<file path="src/rtl/alu_74181_pkg.sv">
// Shared constants and operand-term helpers for the registered 74181-style ALU.
package alu_74181_pkg;

    typedef enum logic {
        M_ARITH = 1'b0,
        M_LOGIC = 1'b1
    } mode_e;

    localparam logic [3:0] S_PASS_A = 4'b0000;
    localparam logic [3:0] S_NOR    = 4'b0001;
    localparam logic [3:0] S_ZERO   = 4'b0011;
    localparam logic [3:0] S_SUB    = 4'b0110;
    localparam logic [3:0] S_ADD    = 4'b1001;
    localparam logic [3:0] S_DEC_A  = 4'b1111;

    // T1 acts as per-bit propagate and T2 as per-bit generate; T2 implies T1.
    function automatic logic [3:0] t1_fn(input logic [3:0] a, input logic [3:0] b,
                                         input logic [3:0] s);
        return a | (b & {4{s[0]}}) | (~b & {4{s[1]}});
    endfunction

    function automatic logic [3:0] t2_fn(input logic [3:0] a, input logic [3:0] b,
                                         input logic [3:0] s);
        return (a & ~b & {4{s[2]}}) | (a & b & {4{s[3]}});
    endfunction

endpackage

</file>
<file path="src/rtl/alu_74181_cla.sv">
// Four-bit carry-lookahead: internal carries, active-low carry-out and group P/G.
module alu_74181_cla (
    input  logic [3:0] t1,
    input  logic [3:0] t2,
    input  logic       c_n,
    output logic [3:0] carry,
    output logic       c_nplus4,
    output logic       final_p,
    output logic       final_g
);

    logic c0;
    logic grp_g;
    logic grp_p;

    always_comb begin
        c0       = ~c_n;
        carry[0] = c0;
        carry[1] = t2[0] | (t1[0] & c0);
        carry[2] = t2[1] | (t1[1] & t2[0]) | (t1[1] & t1[0] & c0);
        carry[3] = t2[2] | (t1[2] & t2[1]) | (t1[2] & t1[1] & t2[0])
                 | (t1[2] & t1[1] & t1[0] & c0);
        grp_g    = t2[3] | (t1[3] & t2[2]) | (t1[3] & t1[2] & t2[1])
                 | (t1[3] & t1[2] & t1[1] & t2[0]);
        grp_p    = &t1;
        c_nplus4 = ~(grp_g | (grp_p & c0));
        final_p  = ~grp_p;
        final_g  = ~grp_g;
    end

endmodule

</file>
<file path="src/rtl/alu_74181.sv">
// Registered 74181-style ALU with one-cycle latency.
// Define ALU_74181_EQ_EN to enable the eq comparator; otherwise eq is tied low.
module alu_74181
    import alu_74181_pkg::*;
(
    input  logic       clk,
    input  logic       rst_n,
    input  logic [3:0] A,
    input  logic [3:0] B,
    input  logic [3:0] S,
    input  logic       M,
    input  logic       C_n,
    input  logic       in_valid,
    output logic [3:0] F,
    output logic       C_nplus4,
    output logic       finalP,
    output logic       finalG,
    output logic       eq,
    output logic       out_valid
);

    logic [3:0] t1, t2, carry, half, f_res;
    logic       cn4, fp, fg;
    logic [3:0] f_d, f_q;
    logic       cn4_d, cn4_q, p_d, p_q, g_d, g_q, out_valid_d, out_valid_q;

    always_comb begin
        t1 = t1_fn(A, B, S);
        t2 = t2_fn(A, B, S);
    end

    alu_74181_cla u_cla (
        .t1       (t1),
        .t2       (t2),
        .c_n      (C_n),
        .carry    (carry),
        .c_nplus4 (cn4),
        .final_p  (fp),
        .final_g  (fg)
    );

    // Since T2 implies T1, T1^T2 is the half-sum; adding the carry gives T1+T2+cin.
    always_comb begin
        half        = t1 ^ t2;
        f_res       = (mode_e'(M) == M_LOGIC) ? ~half : (half ^ carry);
        f_d         = f_q;
        cn4_d       = cn4_q;
        p_d         = p_q;
        g_d         = g_q;
        out_valid_d = in_valid;
        if (in_valid) begin
            f_d   = f_res;
            cn4_d = cn4;
            p_d   = fp;
            g_d   = fg;
        end
    end

    always_ff @(posedge clk or negedge rst_n) begin
        if (!rst_n) begin
            f_q         <= '0;
            cn4_q       <= 1'b1;
            p_q         <= 1'b1;
            g_q         <= 1'b1;
            out_valid_q <= 1'b0;
        end else begin
            f_q         <= f_d;
            cn4_q       <= cn4_d;
            p_q         <= p_d;
            g_q         <= g_d;
            out_valid_q <= out_valid_d;
        end
    end

`ifdef ALU_74181_EQ_EN
    logic eq_d, eq_q;

    always_comb begin
        eq_d = eq_q;
        if (in_valid) begin
            eq_d = &f_res;
        end
    end

    always_ff @(posedge clk or negedge rst_n) begin
        if (!rst_n) begin
            eq_q <= 1'b0;
        end else begin
            eq_q <= eq_d;
        end
    end

    assign eq = eq_q;
`else
    assign eq = 1'b0;
`endif

    assign F         = f_q;
    assign C_nplus4  = cn4_q;
    assign finalP    = p_q;
    assign finalG    = g_q;
    assign out_valid = out_valid_q;

endmodule

</file>
<file path="config.mk">
export PLATFORM = sky130hd
export DESIGN_NAME = alu_74181
export DESIGN_NICKNAME = d
export VERILOG_FILES = /design/src/rtl/alu_74181_pkg.sv /design/src/rtl/alu_74181_cla.sv /design/src/rtl/alu_74181.sv
export SDC_FILE = /design/constraint.sdc
export NUM_CORES = 1
export LEC_CHECK = 0
export ABC_AREA = 1
export CELL_PAD_IN_SITES_DETAIL_PLACEMENT = 2
export CELL_PAD_IN_SITES_GLOBAL_PLACEMENT = 2
export CORE_ASPECT_RATIO = 0.9
export CORE_UTILIZATION = 22
export DETAILED_ROUTE_END_ITERATION = 10
export GPL_ROUTABILITY_DRIVEN = 0
export PLACE_DENSITY_LB_ADDON = 0.15
export SLEW_MARGIN = 5
export SYNTH_ARGS = -nofsm -noshare
export SYNTH_HDL_FRONTEND = slang
export SYNTH_HIERARCHICAL = 1
export SYNTH_SLANG_ARGS = --single-unit
</file>
<file path="constraint.sdc">
create_clock -name clk -period 1.21 [get_ports clk]
set_input_delay 0.242 -clock clk [delete_from_list [all_inputs] [get_ports clk]]
set_output_delay 0.242 -clock clk [all_outputs]
set_load 0.01 [all_outputs]
</file>
==> run summary <==
The final worst setup slack is 0.04439 ns, and the post-DP HPWL is 1852 µm. Of the synthesized area, sequential elements account for 30.99%. Yosys printed 6 warnings. For the combined flip-flop and latch cell area, the log shows 203.9 µm². In this run, the number of DRC markers left after iteration 0 of detailed routing was 11. The startpoint identified for the worst register-to-register timing path is finalG$_DFFE_PN1P_. For the number of global-route vias before repair, the log shows 952. The flow ran to the end, and the final reports show no timing, DRC or antenna violations.

The signal on the critical path passes through dlygate4sd2_1. The logs give 0 for the number of endpoints with negative hold slack in the final report and 3 for the detailed-router iteration count before antenna repair. The clock passes through at most 2 buffers. In this run the most used layer during global routing was met2. The clock net sink count was 8; the largest fanout of any net on the critical path was 2.

In the final layout, the multi-input gates occupy 410.4 µm². For this run, the slowest stage of the critical path takes 0.38 ns. The run gives 0.002793 mm² as the placeable core area. The tools report the first-pass GRT wire length as 4167 µm.

For the finished layout, the period the worst path requires is 1.166 ns. Dividing the final minimum period by the clock period gives 96.33%. The run gives 130 as the total nets after synthesis.

Across all layers, the routed design uses 871 vias. Relative to the synthesized area, the layout overhead comes to 71.86%. On the critical path, the stage with the largest delay is an instance of sky130_fd_sc_hd__dfrtp_1.

The cell area power density was 847.8 mW/mm². The die area is 0.003215 mm². The maximum clock rate was 0.8579 GHz. The number of buffer and inverter instances along the worst setup path works out to 1. For the number of max-slew violations in the final report, the log shows 0.

The average wire per cell in the routed design is 12.62 µm. For this run, global-route usage on met1 was measured as 21.38%. By startpoint and endpoint, the worst setup path is classified as reg -> out. In this run the count of I/O pins placed on the die edge is 26. Summed over all cells, the static leakage comes to 0.6670 nW.

In this run the register-to-register setup slack is 0.48 ns. The number of distinct library cells after synthesis is 15. In this run the worst setup path begins at F[3]$_DFFE_PN0P_.

Clock tree synthesis inserted a total of 3 buffers. In the routed design, unresolved DRC markers number 0. The post-synthesis register bit count is 8. The cell count after synthesis came out at 113.

The startpoint type of the worst setup path is a flop. The detail-routed via count per cell came out at 4.333. The area after detailed placement came out at 0.001049 mm².

The clock arrives with 0 ns of skew. The tools report the met2 routing resource usage after global routing as 32.78%. STA classifies the critical path endpoint as an output port. The count of input and output buffers works out to 24. The data required time of the worst path is 0.97 ns. The die is 59.66 µm wide.

Leaving out fill and tap cells, the most frequent cell in the layout is sky130_fd_sc_hd__nand2_1. Measured along the y axis, the die boundary spans 53.89 µm. Of the cells placed in the final design, the portion with a size suffix greater than 1 is 44.72%.

Count of maximum capacitance violations: 0. After global routing the overflow that remains totals 0. The logs give 1 for the maximum level of the CTS H-tree and 18 for the number of cell rows. With fillers left out, the area of the finished cells amounts to 0.001131 mm². Setup repair after global routing left no endpoint under its margin. Family with the most delay on the worst path: flip-flops. The layout has 358 filler cells.

The tools report the maximum vdd ir drop as 545.8 µV. The tools report the root buffer cell as sky130_fd_sc_hd__clkbuf_4. Overall global routing resource usage: 17.69%.

Entering global routing, the biggest net connects 9 pins. The later pin in the worst-skew pair is clocked with a latency of 0.26 ns. Netlist area before placement: 658.1 µm². The run gives 0 as the initial antenna violation count.

Once the floorplan was initialized, standard cells occupied 23.57% of the core. Clock-pin slew was measured on the worst setup and hold paths at 0.07 ns. The library cells used most frequently in the layout, excluding fill and tap cells, are sky130_fd_sc_hd__nand2_1, sky130_fd_sc_hd__buf_4, sky130_fd_sc_hd__inv_1. The logs give 0 for the final number of setup-violating endpoints and 0.92 ns for the critical path arrival. Summed over all layers, the routed wires come to 2536 µm. The global-route met3 utilization is 4.327%, and the final layout net count is 179. Path class of the lowest-slack min-delay path: in -> async. At the placement stage, the worst setup path has a slack of -0.6068 ns. The number of routed nets with antenna violations is 0, and the synthesized area divided by synthesized cell count is 5.824 µm².

TritonCTS built the clock tree. Antenna diode count: 0.
==> logic make-up after synthesis <==
| family | synth area share (%) |
|---|---|
| other | 0.5698 |
| buffers and inverters | 16.16 |
| AO/OA/AOI/OAI | 4.182 |
| AND/OR/NAND/NOR | 48.10 |
| flip-flops | 30.99 |
==> metal layers <==
| metal | part of all wire (%) | routed length (µm) |
|---|---|---|
| met1 | 46 | 1157 |
| met2 | 52 | 1315 |
| met3 | 2.5 | 63 |
| met4 | 0 | 0 |
| met5 | 0 | 0 |
==> worst register-to-register path: stages, from the launching register on <==
cell and delay [ns]:
sky130_fd_sc_hd__dfstp_2 0.54, sky130_fd_sc_hd__nand2_1 0.07, sky130_fd_sc_hd__nand2_1 0.07
==> cells in the mapped netlist (all sizes together) <==
library cell / instances / area (µm²)
a21o: 1 / 7.510
a21oi: 3 / 15.01
buf: 3 / 20.01
conb: 1 / 3.750
dfrtp: 5 / 125.1
dfstp: 3 / 78.83
inv: 23 / 86.33
nand2: 50 / 187.7
nand3: 17 / 105.1
nor2: 5 / 18.77
nor3: 1 / 5.000
o21ai: 1 / 5.000
==> flip-flops by register name (all words and copies together), names as in the netlist <==
name	count
out_valid	1
C_nplus4	1
finalG	1
F	4
finalP	1
==> layout make-up <==
type	instances	share of cell area, %
Tap cell	40	4.425
Sequential cell	8	18.03
Clock buffer	4	2.323
Inverter	23	7.633
Timing Repair Buffer	47	31.31
Multi-Input combinational cell	79	36.28
==> power by group <==
part	internal [W]	leakage, nW	switching (W)
logic	0.000186	0.561	0.000213
registers	0.000312	0.0914	0.0000169
clock network	0.000127	0.0150	0.000104
==> path summary, 6_finish.rpt <==
path / endpoint / cells past startpoint
min in group clk: C_nplus4$_DFFE_PN1P_ / 2
worst max-delay path: F[3] / 1
worst max register to register: finalG$_DFFE_PN1P_ / 2
worst min-delay path: out_valid$_DFF_PN0_ / 1
max in group asynchronous: finalG$_DFFE_PN1P_ / 1
worst min register to register: C_nplus4$_DFFE_PN1P_ / 2
==> metrics by stage <==
| step | hold WS, ns | util, % | setup TNS [ns] | total power, W | cells |
|---|---|---|---|---|---|
| 6_report | 0.2612 | 40.50 | 0 | 0.0009589 | 201 |
| 5_1_grt | 0.2665 | 40.50 | 0 | 0.001033 | 201 |
| 4_1_cts | 0.2669 | 40.68 | 0 | 0.0009603 | 201 |
| 3_5_place_dp | 0.4603 | 37.54 | -3.317 | 0.0007205 | 190 |
| 3_3_place_gp | 0.4512 | 37.54 | -2.964 | 0.0007061 | 190 |
| 2_1_floorplan | -0.05359 | - | 0 | 0.0005003 | 113 |
==> repair_timing <==
item	4_1_cts	5_1_grt
pin swaps	15	14
gates resized for setup	50	27
buffers inserted	7	0
hold buffers	0	0
endpoints found under the setup margin	14	6
(Power assumes the default switching activity.)
